<file path="src/rtl/multicycle_control_fsm.sv">
// Main sequencer of the multicycle RV32I-subset core.
// Steps FETCH/DECODE/EXEC/MEM/WB, drives datapath controls, traps.
module multicycle_control_fsm #(
  parameter int MEM_TIMEOUT = 64
) (
  input  logic        clk,
  input  logic        rst,
  input  logic [31:0] instr,
  input  logic        zero,
  input  logic        mem_ready,
  output logic        mem_req,
  output logic        mem_we,
  output logic        adr_src,
  output logic        ir_we,
  output logic        pc_we,
  output logic        reg_we,
  output logic [1:0]  alu_src_a,
  output logic [1:0]  alu_src_b,
  output logic [1:0]  result_src,
  output logic        ALUD,
  output logic [2:0]  F,
  output logic        trap,
  output logic [1:0]  trap_cause
);

  localparam int CW = $clog2(MEM_TIMEOUT);
  localparam logic [CW-1:0] LAST = CW'(MEM_TIMEOUT - 1);

  localparam logic [6:0] OP_LW   = 7'b0000011;
  localparam logic [6:0] OP_SW   = 7'b0100011;
  localparam logic [6:0] OP_R    = 7'b0110011;
  localparam logic [6:0] OP_I    = 7'b0010011;
  localparam logic [6:0] OP_BR   = 7'b1100011;
  localparam logic [6:0] OP_JAL  = 7'b1101111;
  localparam logic [6:0] F7_Z    = 7'b0000000;
  localparam logic [6:0] F7_ALT  = 7'b0100000;

  typedef enum logic [3:0] {
    S_RST,
    S_FETCH,
    S_DECODE,
    S_MEMADR,
    S_MEMREAD,
    S_MEMWB,
    S_MEMWRITE,
    S_EXECR,
    S_EXECI,
    S_ALUWB,
    S_BEQ,
    S_JAL,
    S_TRAP
  } state_t;

  state_t          r_state;
  state_t          w_next;
  logic [CW-1:0]   r_wait;
  logic            r_trap;
  logic [1:0]      r_cause;
  logic [1:0]      w_cause;

  logic [6:0]      w_op;
  logic [2:0]      w_f3;
  logic [6:0]      w_f7;
  logic            w_f3_base;
  logic            w_r_ok;
  logic            w_i_ok;
  logic            w_last;
  logic [2:0]      w_fmap;
  logic            w_unused_bits;

  assign w_op  = instr[6:0];
  assign w_f3  = instr[14:12];
  assign w_f7  = instr[31:25];
  assign w_unused_bits = ^{instr[24:15], instr[11:7]};

  // ADD/XOR/AND share funct3 legality; SRA needs the alternate funct7
  assign w_f3_base = (w_f3 == 3'b000) ||
                     (w_f3 == 3'b100) ||
                     (w_f3 == 3'b111);
  assign w_r_ok = (w_f3_base && w_f7 == F7_Z) ||
                  (w_f3 == 3'b101 && w_f7 == F7_ALT);
  assign w_i_ok = w_f3_base ||
                  (w_f3 == 3'b101 && w_f7 == F7_ALT);
  assign w_last = (r_wait == LAST);
  assign trap       = r_trap;
  assign trap_cause = r_cause;

  // funct3 to 2-bit ALU op remap used in the EXEC states
  always_comb begin
    w_fmap = 3'b000;
    unique case (w_f3)
      3'b100:  w_fmap = 3'b001;
      3'b111:  w_fmap = 3'b010;
      3'b101:  w_fmap = 3'b011;
      default: w_fmap = 3'b000;
    endcase
  end

  // state register
  always_ff @(posedge clk) begin
    if (rst) r_state <= S_RST;
    else     r_state <= w_next;
  end

  // memory wait counter, cleared whenever the state moves
  always_ff @(posedge clk) begin
    if (rst)
      r_wait <= '0;
    else if (w_next != r_state)
      r_wait <= '0;
    else if (mem_req && !mem_ready)
      r_wait <= r_wait + CW'(1);
  end

  // sticky trap flag and cause, captured on entry to TRAP
  always_ff @(posedge clk) begin
    if (rst) begin
      r_trap  <= 1'b0;
      r_cause <= 2'b00;
    end else if (r_state != S_TRAP && w_next == S_TRAP) begin
      r_trap  <= 1'b1;
      r_cause <= w_cause;
    end
  end

  // next-state and datapath control decode
  always_comb begin
    w_next     = r_state;
    w_cause    = 2'b00;
    mem_req    = 1'b0;
    mem_we     = 1'b0;
    adr_src    = 1'b0;
    ir_we      = 1'b0;
    pc_we      = 1'b0;
    reg_we     = 1'b0;
    alu_src_a  = 2'b00;
    alu_src_b  = 2'b00;
    result_src = 2'b00;
    ALUD       = 1'b0;
    F          = 3'b000;
    unique case (r_state)
      S_RST: w_next = S_FETCH;
      S_FETCH: begin
        mem_req    = 1'b1;
        alu_src_b  = 2'b10;
        result_src = 2'b10;
        if (mem_ready) begin
          ir_we  = 1'b1;
          pc_we  = 1'b1;
          w_next = S_DECODE;
        end else if (w_last) begin
          w_next  = S_TRAP;
          w_cause = 2'b10;
        end
      end
      S_DECODE: begin
        alu_src_a = 2'b01;
        alu_src_b = 2'b01;
        unique case (1'b1)
          (w_op == OP_LW),
          (w_op == OP_SW):
            w_next = S_MEMADR;
          (w_op == OP_R && w_r_ok):
            w_next = S_EXECR;
          (w_op == OP_I && w_i_ok):
            w_next = S_EXECI;
          (w_op == OP_BR && w_f3 == 3'b000):
            w_next = S_BEQ;
          (w_op == OP_JAL):
            w_next = S_JAL;
          default: begin
            w_next  = S_TRAP;
            w_cause = 2'b01;
          end
        endcase
      end
      S_MEMADR: begin
        alu_src_a = 2'b10;
        alu_src_b = 2'b01;
        w_next = (w_op == OP_LW) ? S_MEMREAD
                                 : S_MEMWRITE;
      end
      S_MEMREAD: begin
        mem_req = 1'b1;
        adr_src = 1'b1;
        if (mem_ready) begin
          w_next = S_MEMWB;
        end else if (w_last) begin
          w_next  = S_TRAP;
          w_cause = 2'b10;
        end
      end
      S_MEMWB: begin
        reg_we     = 1'b1;
        result_src = 2'b01;
        w_next     = S_FETCH;
      end
      S_MEMWRITE: begin
        mem_req = 1'b1;
        mem_we  = 1'b1;
        adr_src = 1'b1;
        if (mem_ready) begin
          w_next = S_FETCH;
        end else if (w_last) begin
          w_next  = S_TRAP;
          w_cause = 2'b10;
        end
      end
      S_EXECR: begin
        alu_src_a = 2'b10;
        alu_src_b = 2'b00;
        ALUD      = 1'b1;
        F         = w_fmap;
        w_next    = S_ALUWB;
      end
      S_EXECI: begin
        alu_src_a = 2'b10;
        alu_src_b = 2'b01;
        ALUD      = 1'b1;
        F         = w_fmap;
        w_next    = S_ALUWB;
      end
      S_ALUWB: begin
        reg_we = 1'b1;
        w_next = S_FETCH;
      end
      S_BEQ: begin
        alu_src_a = 2'b10;
        alu_src_b = 2'b00;
        ALUD      = 1'b1;
        F         = 3'b001;
        pc_we     = zero;
        w_next    = S_FETCH;
      end
      S_JAL: begin
        alu_src_a = 2'b01;
        alu_src_b = 2'b10;
        pc_we     = 1'b1;
        w_next    = S_ALUWB;
      end
      S_TRAP: w_next = S_TRAP;
      default: w_next = S_RST;
    endcase
    // a reset cycle never commits architectural state
    if (rst) begin
      ir_we  = 1'b0;
      pc_we  = 1'b0;
      reg_we = 1'b0;
      mem_we = 1'b0;
    end
  end

endmodule

</file>
<file path="config.mk">
export PLATFORM = sky130hd
export DESIGN_NAME = multicycle_control_fsm
export DESIGN_NICKNAME = d
export VERILOG_FILES = /design/src/rtl/multicycle_control_fsm.sv
export SDC_FILE = /design/constraint.sdc
export NUM_CORES = 1
export LEC_CHECK = 0
export CORE_MARGIN = 3
export CORE_UTILIZATION = 38
export CTS_BUF_LIST = sky130_fd_sc_hd__clkbuf_16
export DETAILED_ROUTE_END_ITERATION = 6
export MAX_ROUTING_LAYER = met4
export PLACE_DENSITY = 0.85
export SYNTH_ARGS = -nofsm -noshare
export SYNTH_HDL_FRONTEND = slang
export SYNTH_SLANG_ARGS = --single-unit
export TNS_END_PERCENT = 20
</file>
<file path="constraint.sdc">
create_clock -name clk -period 2 [get_ports clk]
set_clock_uncertainty 0.15 [all_clocks]
set_input_delay 0.4 -clock clk [delete_from_list [all_inputs] [get_ports clk]]
set_output_delay 0.4 -clock clk [all_outputs]
set_load 0.1 [all_outputs]
</file>
==> impl_summary.log <==
[metrics] number of nets in the synthesized netlist: 209
[metrics] fin worst setup slack: -0.157 ns
[metrics] antenna diode count: 0
[metrics] worst hold margin: 0.367 ns
[metrics] unrepaired setup endpoints after global routing: yes
[metrics] effective utilization at floorplan: 0.408
[metrics] number of iterations in the first detailed-routing pass: 6
[metrics] average vias per placed instance: 6.62
[metrics] global-route wire length before repair: 9.94 mm
[metrics] quantity of I/O buffers inserted on ports: 38
[metrics] violations in the final reports: negative setup slack
[metrics] detailed-route wire length: 7.49 mm
[metrics] Synth async-reset ratio: 0
[metrics] placement-stage cell area: 2340 um2
[metrics] FILL cells: 124
[metrics] nature of the critical path startpoint: input port
[metrics] number of clock sinks: 13
[metrics] top flip-flop cell by instance count after synthesis: sky130_fd_sc_hd__dfxtp_1
[metrics] overall fraction of global-route tracks in use: 0.322
[metrics] highest clock rate: 464 MHz
[metrics] CP Class: in2reg
[metrics] number of max-slew violations in the final report: 0
[metrics] Longest Clk Path Bufs: 2
[metrics] Mapped Cells: 172
[metrics] clock insertion delay at the later pin of the skew report: 0.25 ns
[metrics] count of pins on the block boundary: 55
[metrics] number of library cell types mapped by synthesis: 60
[metrics] Final Cell Area: 2800 um2
[metrics] buffer and inverter count on the worst path: 4
[metrics] areal power density over the cells: 657 nW/um2
[metrics] critical path endpoint category: flip-flop
[metrics] post-placement worst setup slack: -0.732 ns
[metrics] nets: 302
[metrics] die span in y: 64.0 um
[metrics] synthesized cell area: 1280 um2
[metrics] run status: finished with violations
[metrics] post-route clock period utilization: 1.08
[metrics] antenna violations before repair: 0
[metrics] H-tree lvl count: 1
[metrics] CTS buffer count: 3
[metrics] final setup violation count: 19
[metrics] DRC violation count after routing: 0
[metrics] maximum number of pins on one net before global-route repair: 13
[metrics] slowest cell on the critical path: sky130_fd_sc_hd__and4bb_2
[metrics] # Max-Cap Violations: 0
[metrics] mean instance size in the synthesized netlist: 7.43 um2
[metrics] cell count after placement: 294
[metrics] biggest cell delay along the critical path: 0.37 ns
[metrics] sequential cell area fraction in the yosys report: 0.204
[metrics] flip-flop and latch count after synthesis: 13
[metrics] number of non-filler instances in the completed layout: 308
[metrics] P&R area growth vs syn: 119%
[metrics] sum of net half-perimeters after detailed placement: 3.72 mm
[metrics] area enclosed by the die boundary: 4090 um2
[metrics] top library cells by usage in the layout, fill and taps aside: sky130_fd_sc_hd__buf_4, sky130_fd_sc_hd__buf_12, sky130_fd_sc_hd__nand2_1
[metrics] total overflow reported by the global router: 0
[metrics] number of hold-slack violations in the final timing report: 0
[metrics] number of cell rows: 20
[metrics] Peak VDD IR: 829 uV
[metrics] die outline width: 64.0 um
[metrics] family with the most delay on the worst path: simple AND/OR/NAND/NOR gates
[metrics] most repeated library cell on the critical path: sky130_fd_sc_hd__buf_4
[metrics] critical path data required time: 2.02 ns
[metrics] critical-path cell list: clkdlybuf4s15_2, and4bb_2, buf_4, buf_4, nand4b_1, o21ba_2, o21ai_0, o211ai_1, buf_4, nor3_2
[metrics] Core Region: 3130 um2
[metrics] endpoint arrival time on the critical path: 2.17 ns
[metrics] Min Clock Period, post-route: 2.16 ns
[metrics] fraction of layout cells with a size suffix above 1: 0.640
[metrics] post-route ant nets: 0
[metrics] Lkg Pwr: 1.07 nW
[metrics] total number of yosys warnings: 0
[metrics] highest fanout seen on the critical path: 6
[metrics] DRT iter0 DRCs: 214
[metrics] number of synthesized flops with an enable pin: 0
[metrics] class of the most critical hold timing path: reg2reg
[metrics] cell chosen for the clock root: sky130_fd_sc_hd__clkbuf_16
[metrics] GP Congestion: 0.930
[metrics] number of global-route vias before repair: 1995
[metrics] most frequent standard cell in the layout excluding fill and tap cells: sky130_fd_sc_hd__buf_4
[metrics] number of vias after detailed routing: 2040
[metrics] routed wirelength normalized by instance count: 24.3 um
[metrics] Clock Pin Slew Worst Setup and Hold Paths: 0.05 ns
[metrics] TritonCTS clock tree: built
## registers in the layout, indices dropped and copies added, names as in the netlist
signal      cells
trap            1
trap_cause      2
r_wait          6
r_state         4
## cell type report
| class | count | area (um2) | area share |
|---|---|---|---|
| clock buffer | 3 | 75.1 | 0.0268 |
| sequential | 13 | 278 | 0.0993 |
| timing repair buffer | 97 | 1000 | 0.359 |
| multi-input combinational | 144 | 1350 | 0.481 |
| tap | 44 | 55.1 | 0.0197 |
| inverter | 6 | 35.0 | 0.0125 |
| clock inverter | 1 | 5.00 | 0.00179 |
## where the power goes
group	leakage (nW)	switching (mW)	internal [mW]
clock	0.0409	0.117	0.266
sequential	0.109	0.0398	0.275
combinational	0.924	0.686	0.455
total	1.07	0.843	0.996
## metal layers
layer | GRT usage | share of wire | routed length [um]
met1 | 0.320 | 0.34 | 2540
met2 | 0.583 | 0.48 | 3610
met4 | 0.213 | 0.091 | 681
met5 | - | 0 | 0
met3 | 0.0422 | 0.087 | 655
## what timing repair did
item	in CTS	in global routing
hold buffers	0	0
pin swaps	23	15
cloned	0	0
setup endpoints to repair	24	19
buffers inserted	7	3
gates resized for setup	88	39
## stage by stage
step                utilization  TNS [ns]  total power [mW]
finish                    0.894     -1.96              1.84
detailed placement        0.749     -8.94              1.27
global route              0.894     -3.03              1.89
CTS                       0.856    -0.530              1.70
global placement          0.749     -7.00              1.25
floorplan                     -     -2.50             0.902
## cells in the mapped netlist (4+ instances only)
| cell | count | share of area |
|---|---|---|
| sky130_fd_sc_hd__nand2_1 | 20 | 0.059 |
| sky130_fd_sc_hd__dfxtp_1 | 13 | 0.20 |
| sky130_fd_sc_hd__nor2_1 | 13 | 0.038 |
| sky130_fd_sc_hd__nand3_1 | 10 | 0.039 |
| sky130_fd_sc_hd__nor3_1 | 10 | 0.039 |
| sky130_fd_sc_hd__a21oi_1 | 9 | 0.035 |
| sky130_fd_sc_hd__inv_1 | 6 | 0.018 |
| sky130_fd_sc_hd__nor2b_1 | 6 | 0.029 |
| sky130_fd_sc_hd__xor2_1 | 6 | 0.041 |
| sky130_fd_sc_hd__and3_1 | 4 | 0.020 |
| sky130_fd_sc_hd__buf_2 | 4 | 0.016 |
| sky130_fd_sc_hd__nand4_1 | 4 | 0.020 |
| sky130_fd_sc_hd__o21ai_0 | 4 | 0.016 |
## kinds of logic after synthesis
kind of cell / share of synthesized area
muxes: 0.0157
buffers and inverters: 0.0509
other: 0.00294
AOI/OAI and AO/OA: 0.287
and+or+nand+nor: 0.375
adders and majority gates: 0.00979
xor gates and xnor gates: 0.0549
DFF: 0.204
## worst paths after layout
kind | cells past startpoint | from | to | slack [ns]
setup reg to reg | 9 | r_wait[1] | r_wait[1] | -0.13
hold / removal | 1 | trap | trap | 0.37
hold reg to reg | 1 | trap | trap | 0.37
setup / recovery | 10 | instr[3] | r_wait[1] | -0.16
(Power assumes the default switching activity.)
